===== src/rtl/tl_ul_host_arbiter.sv =====
// TileLink-UL host port arbiter: fetch and LSU share one channel A/D pair.
// One transaction in flight; ties alternate; channel D wait is bounded by
// TIMEOUT and an expired wait returns an error response to the owner.
module tl_ul_host_arbiter #(
  parameter int ADDR_W  = 12,
  parameter int TIMEOUT = 255
) (
  input  logic              clk_i,
  input  logic              rst_i,
  // fetch requester
  input  logic              if_req_i,
  input  logic [ADDR_W-1:0] if_addr_i,
  output logic              if_gnt_o,
  output logic              if_rvalid_o,
  output logic [31:0]       if_rdata_o,
  output logic              if_err_o,
  // load/store requester
  input  logic              lsu_req_i,
  input  logic              lsu_we_i,
  input  logic [ADDR_W-1:0] lsu_addr_i,
  input  logic [31:0]       lsu_wdata_i,
  input  logic [3:0]        lsu_mask_i,
  output logic              lsu_gnt_o,
  output logic              lsu_rvalid_o,
  output logic [31:0]       lsu_rdata_o,
  output logic              lsu_err_o,
  // channel A
  output logic              a_valid_o,
  input  logic              a_ready_i,
  output logic [2:0]        a_opcode_o,
  output logic [1:0]        a_size_o,
  output logic [3:0]        a_mask_o,
  output logic [ADDR_W-1:0] a_address_o,
  output logic [31:0]       a_data_o,
  output logic              a_source_o,
  // channel D
  input  logic              d_valid_i,
  output logic              d_ready_o,
  input  logic [2:0]        d_opcode_i,
  input  logic              d_source_i,
  input  logic [31:0]       d_data_i,
  input  logic              d_error_i
);

  localparam logic [2:0] OP_GET      = 3'd4;
  localparam logic [2:0] OP_PUT_FULL = 3'd0;
  localparam logic [2:0] OP_PUT_PART = 3'd1;
  localparam logic [2:0] OP_ACK_DATA = 3'd1;
  localparam logic [7:0] TMO_CNT     = 8'(TIMEOUT);

  typedef enum logic [1:0] {IDLE, A_SEND, D_WAIT} state_e;

  typedef struct packed {
    logic [2:0]        opcode;
    logic [3:0]        mask;
    logic [ADDR_W-1:0] addr;
    logic [31:0]       data;
    logic              src;   // 0 = fetch, 1 = LSU
  } a_req_t;

  state_e      state_q, state_d;
  a_req_t      req_sel, req_q;
  logic        live_q;       // low only in the first cycle after reset
  logic        last_lsu_q;   // last grant went to the LSU
  logic [7:0]  cnt_q, cnt_inc;
  logic        grant_if, grant_lsu;
  logic        d_match, tmo_hit;
  logic [31:0] resp_data;
  logic        resp_err;

  // Arbitration: only in IDLE; a tie goes to whoever was not granted last
  always_comb begin
    grant_if  = 1'b0;
    grant_lsu = 1'b0;
    if (state_q == IDLE && live_q) begin
      if (if_req_i && lsu_req_i) begin
        grant_if  = last_lsu_q;
        grant_lsu = ~last_lsu_q;
      end else begin
        grant_if  = if_req_i;
        grant_lsu = lsu_req_i;
      end
    end
  end

  assign if_gnt_o  = grant_if;
  assign lsu_gnt_o = grant_lsu;

  // Encode the winning request into a channel A beat
  always_comb begin
    req_sel        = '0;
    req_sel.opcode = OP_GET;
    req_sel.mask   = 4'hF;
    req_sel.addr   = if_addr_i;
    if (grant_lsu) begin
      req_sel.src  = 1'b1;
      req_sel.addr = lsu_addr_i;
      if (lsu_we_i) begin
        req_sel.data = lsu_wdata_i;
        if (lsu_mask_i == 4'hF) begin
          req_sel.opcode = OP_PUT_FULL;
        end else begin
          req_sel.opcode = OP_PUT_PART;
          req_sel.mask   = lsu_mask_i;
        end
      end
    end
  end

  // A matching beat beats the terminal count when both land together
  assign d_match = (state_q == D_WAIT) && d_ready_o && d_valid_i && (d_source_i == req_q.src);
  assign cnt_inc = cnt_q + 8'd1;
  assign tmo_hit = (state_q == D_WAIT) && !d_match && (cnt_inc == TMO_CNT);

  assign resp_data = (d_match && d_opcode_i == OP_ACK_DATA) ? d_data_i : 32'h0;
  assign resp_err  = d_match ? d_error_i : 1'b1;

  // Next-state logic
  always_comb begin
    state_d = state_q;
    case (state_q)
      IDLE:    if (grant_if || grant_lsu) state_d = A_SEND;
      A_SEND:  if (a_valid_o && a_ready_i) state_d = D_WAIT;
      D_WAIT:  if (d_match || tmo_hit) state_d = IDLE;
      default: state_d = IDLE;
    endcase
  end

  // State, arbitration history and the latched request
  always_ff @(posedge clk_i) begin
    if (rst_i) begin
      state_q    <= IDLE;
      live_q     <= 1'b0;
      last_lsu_q <= 1'b0;
      req_q      <= '0;
    end else begin
      state_q <= state_d;
      live_q  <= 1'b1;
      if (grant_if || grant_lsu) begin
        req_q      <= req_sel;
        last_lsu_q <= grant_lsu;
      end
    end
  end

  // Channel D wait counter: restarts at the A handshake, frozen by a match
  always_ff @(posedge clk_i) begin
    if (rst_i) begin
      cnt_q <= '0;
    end else if (state_q == A_SEND && a_ready_i) begin
      cnt_q <= '0;
    end else if (state_q == D_WAIT && !d_match) begin
      cnt_q <= cnt_inc;
    end
  end

  // Registered channel A/D handshake outputs and A fields
  always_ff @(posedge clk_i) begin
    if (rst_i) begin
      a_valid_o   <= 1'b0;
      d_ready_o   <= 1'b0;
      a_opcode_o  <= '0;
      a_size_o    <= '0;
      a_mask_o    <= '0;
      a_address_o <= '0;
      a_data_o    <= '0;
      a_source_o  <= 1'b0;
    end else begin
      a_valid_o <= (state_d == A_SEND);
      d_ready_o <= (state_d != A_SEND);
      if (grant_if || grant_lsu) begin
        a_opcode_o  <= req_sel.opcode;
        a_size_o    <= 2'b10;
        a_mask_o    <= req_sel.mask;
        a_address_o <= req_sel.addr;
        a_data_o    <= req_sel.data;
        a_source_o  <= req_sel.src;
      end
    end
  end

  // Response pulses, routed only to the owning requester
  always_ff @(posedge clk_i) begin
    if (rst_i) begin
      if_rvalid_o  <= 1'b0;
      if_rdata_o   <= '0;
      if_err_o     <= 1'b0;
      lsu_rvalid_o <= 1'b0;
      lsu_rdata_o  <= '0;
      lsu_err_o    <= 1'b0;
    end else begin
      if_rvalid_o  <= 1'b0;
      if_rdata_o   <= '0;
      if_err_o     <= 1'b0;
      lsu_rvalid_o <= 1'b0;
      lsu_rdata_o  <= '0;
      lsu_err_o    <= 1'b0;
      if (d_match || tmo_hit) begin
        if (req_q.src) begin
          lsu_rvalid_o <= 1'b1;
          lsu_rdata_o  <= resp_data;
          lsu_err_o    <= resp_err;
        end else begin
          if_rvalid_o <= 1'b1;
          if_rdata_o  <= resp_data;
          if_err_o    <= resp_err;
        end
      end
    end
  end

endmodule

===== config.mk =====
export PLATFORM = sky130hd
export DESIGN_NAME = tl_ul_host_arbiter
export DESIGN_NICKNAME = d
export VERILOG_FILES = /design/src/rtl/tl_ul_host_arbiter.sv
export SDC_FILE = /design/constraint.sdc
export NUM_CORES = 1
export LEC_CHECK = 0
export CORE_UTILIZATION = 36
export DETAILED_ROUTE_END_ITERATION = 6
export GPL_TIMING_DRIVEN = 0
export HOLD_SLACK_MARGIN = 0.15
export PLACE_DENSITY = 0.76
export SETUP_SLACK_MARGIN = 0.02
export SLEW_MARGIN = 20
export SYNTH_ARGS = -nofsm -noshare
export SYNTH_HDL_FRONTEND = slang
export SYNTH_SLANG_ARGS = --single-unit
export TNS_END_PERCENT = 10

===== constraint.sdc =====
create_clock -name clk_i -period 1.8 [get_ports clk_i]
set_clock_uncertainty 0.1 [all_clocks]
set_input_delay 0.36 -clock clk_i [delete_from_list [all_inputs] [get_ports clk_i]]
set_output_delay 0.36 -clock clk_i [all_outputs]
set_load 0.03 [all_outputs]

==> impl_metrics.env <==
export IMPL_status="finished, violations left"
export IMPL_violations="setup timing"
export IMPL_drc=0
export IMPL_crit_path_cell_trace="nor3b_4, nand3_2, buf_12, clkinvlp_4, buf_6"
export IMPL_top_layer_used="met4"
export IMPL_start_kind="register"
export IMPL_cp_arrival_ns=1.54
export IMPL_htreeDepth=4
export IMPL_ctsHoldBuffers=0
export IMPL_synthArstFlopShare_pct=0
export IMPL_fmax_ghz=0.499
export IMPL_min_path_type="in -> reg"
export IMPL_yosys_warnings=0
export IMPL_clk_latency_ns=0.41
export IMPL_timing_final_crit_share_pct=111
export IMPL_cts_tree="yes"
export IMPL_ir_drop_uv=572
export IMPL_avgSynthCellArea_um2=10.6
export IMPL_worst_path_max_delay_cell="dfxtp_4"
export IMPL_core_area_mm2=0.0123
export IMPL_cpPeakStageDelay_ns=0.35
export IMPL_grt_overflow=0
export IMPL_slew_headroom_pct=58.3
export IMPL_drv_slew=0
export IMPL_nFillCells=1026
export IMPL_synth_area_mm2=0.00460
export IMPL_antenna_found_initial=0
export IMPL_dp_cells=831
export IMPL_dieArea_mm2=0.0132
export IMPL_synth_top_cell_area_share_pct=57.8
export IMPL_diodes=0
export IMPL_cap_violations=0
export IMPL_end_kind="primary output"
export IMPL_synthToLayoutAreaGrowth_pct=71.6
export IMPL_grt_max_degree=17
export IMPL_vias=4163
export IMPL_finalWirelength_um=13600
export IMPL_nNetsFinal=801
export IMPL_grt_first_pass_wirelength_um=20900
export IMPL_synth_edf_count=0
export IMPL_power_density_mw_per_mm2=981
export IMPL_synth_common_cells="133 x dfxtp_1, 61 x nor2_1, 43 x and2_1"
export IMPL_finalHoldViolations=0
export IMPL_syn_inst=436
export IMPL_met1Wirelength_um=5380
export IMPL_dp_hpwl_um=9730
export IMPL_stdcell_count=876
export IMPL_firstDrtPassIters=4
export IMPL_ys_seq_elements=133
export IMPL_yosysMostFrequentCell="dfxtp_1"
export IMPL_netlist_cell_type_count=50
export IMPL_avgViaCountPerCell=4.75
export IMPL_avgRoutedWirePerCell_um=15.5
export IMPL_pre_cts_ws_ns=-0.873
export IMPL_synthFlopType="dfxtp_1"
export IMPL_portBuffers=226
export IMPL_clock_sinks=133
export IMPL_die_width_um=115
export IMPL_timing_final_ws_setup_ns=-0.204
export IMPL_yosys_area_top_type="dfxtp_1"
export IMPL_first_global_vias=4199
export IMPL_clk_pin_slew_worst_paths_ns=0.05
export IMPL_fin_crit_ns=2.00
export IMPL_gp_congestion=0.819
export IMPL_rsz0062_at_grt="true"
export IMPL_grtUsageTotal_pct=20.8
export IMPL_setup_violations=32
export IMPL_start_util_pct=37.6
export IMPL_dr_wl_met2_um=6890
export IMPL_clockBufferDepth=2
export IMPL_io_pins=230
export IMPL_worstMarginPinSlew_ns=0.621
export IMPL_crit_type="reg -> out"
export IMPL_path_max_fanout=3
export IMPL_wl_met3_um=1210
export IMPL_drtAntennaViolNets=0
export IMPL_drt_iter0_markers=227
export IMPL_leakagePower_nw=3.65
export IMPL_crit_required_ns=1.34
export IMPL_cts_root_buffer="clkbuf_16"
export IMPL_p_total_mw=7.75
export IMPL_drive_above_1_share_pct=16.5
export IMPL_yosys_top_cells_area="dfxtp_1 58%, and2_1 5.8%, a22oi_1 5.5%, nor2_1 5.0%, and2_2 3.1%"
export IMPL_setup_tns_ns=-0.843
export IMPL_ys_seq_area_share_pct=57.8
export IMPL_cts_buffers=17
export IMPL_rows=40
export IMPL_die_y_um=115
## cells in the final DEF (no fill, tap or decap), drive strengths merged, types with 3 or more instances in the layout
cell	n
bufinv	5
o221a	4
nand2	14
nand3b	3
nor4	3
inv	5
dfxtp	133
clkbuf	36
dlygate4sd2	123
buf	28
a21oi	4
clkdlybuf4s50	101
clkinv	4
o21ai	4
a22oi	34
a2111oi	3
nor2	61
nand3	8
nand4	3
and2	63
mux2i	12
xnor2	9
clkinvlp	3
a211oi	16
## timing repair
action,4_1_cts,5_1_grt
setup buffers,11,4
hold endpoints to repair,0,0
pin swaps,6,4
setup endpoints to repair,239,102
resized for setup,179,15
## final timing paths
path                                               start                   endpoint  slack, ns  cells after the start
worst max register to register     state_q[0]$_SDFF_PP0_  a_data_o[31]$_SDFFE_PP0P_      -0.04                      7
worst min-delay path                               rst_i             live_q$_DFF_P_       0.32                      2
worst max-delay path               state_q[0]$_SDFF_PP0_                   if_gnt_o      -0.20                      5
worst min register to register  a_size_o[1]$_SDFFE_PP0P_   a_size_o[1]$_SDFFE_PP0P_       0.39                      2
## stage by stage
step                      hold slack (ns)  utilization (%)  instance area [um2]
final                               0.324             64.4                 7900
after global routing                0.328             64.4                 7900
after CTS                           0.309             63.8                 7830
after detailed placement            0.374             57.8                 7090
after global placement              0.362             57.8                 7090
after floorplan                     0.337                -                 4610
## layout make-up
type / instances / area, um2 / area share [%]
Inverter: 6 / 26.3 / 0.333
Timing Repair Buffer: 241 / 2220 / 28.1
Clock buffer: 21 / 470 / 5.95
Buffer: 26 / 260 / 3.29
Multi-Input combinational cell: 270 / 1840 / 23.3
Clock inverter: 11 / 196 / 2.49
Tap cell: 168 / 210 / 2.66
Sequential cell: 133 / 2670 / 33.8
## kinds of logic (layout without fill, tap and decap cells)
logic type                 after synthesis  in the layout  share of synthesized area, %
and+or+nand+nor                        171            171                          20.9
DFF                                    133            133                          57.8
AOI/OAI and AO/OA                       74             74                          12.4
buffers and inverters                   34            305                          3.56
muxes                                   12             12                          2.61
xor gates and xnor gates                 9              9                          2.12
adders and majority gates                2              2                         0.543
other                                    1              2                        0.0814
## sequential cells by signal, summed over array words and instances, names as in the netlist, 2 cells and up
register,flops
a_data_o,32
if_rdata_o,32
lsu_rdata_o,32
a_address_o,12
cnt_q,8
a_mask_o,4
a_opcode_o,2
state_q,2
## layer usage
| metal | vias up | GRT usage (%) |
|---|---|---|
| li1 | 2020 | - |
| met1 | 1930 | 22.2 |
| met3 | 10 | 7.38 |
| met4 | 0 | 9.09 |
| met2 | 203 | 36.9 |
| met5 | - | 0 |
## power by group
| group | switching (mW) | total [mW] | leakage, nW | internal [mW] |
|---|---|---|---|---|
| Sequential | 0.0403 | 3.06 | 1.08 | 3.02 |
| Clock | 1.28 | 3.85 | 0.320 | 2.58 |
| Combinational | 0.421 | 0.843 | 2.25 | 0.422 |
| Total | 1.74 | 7.75 | 3.65 | 6.01 |
## critical path: cells and delay by family, from the launching register on
kind / cells / cell delay, ns
buf+inv: 3 / 0.33
flops: 1 / 0.35
simple gates: 2 / 0.45
(Power assumes the default switching activity.)
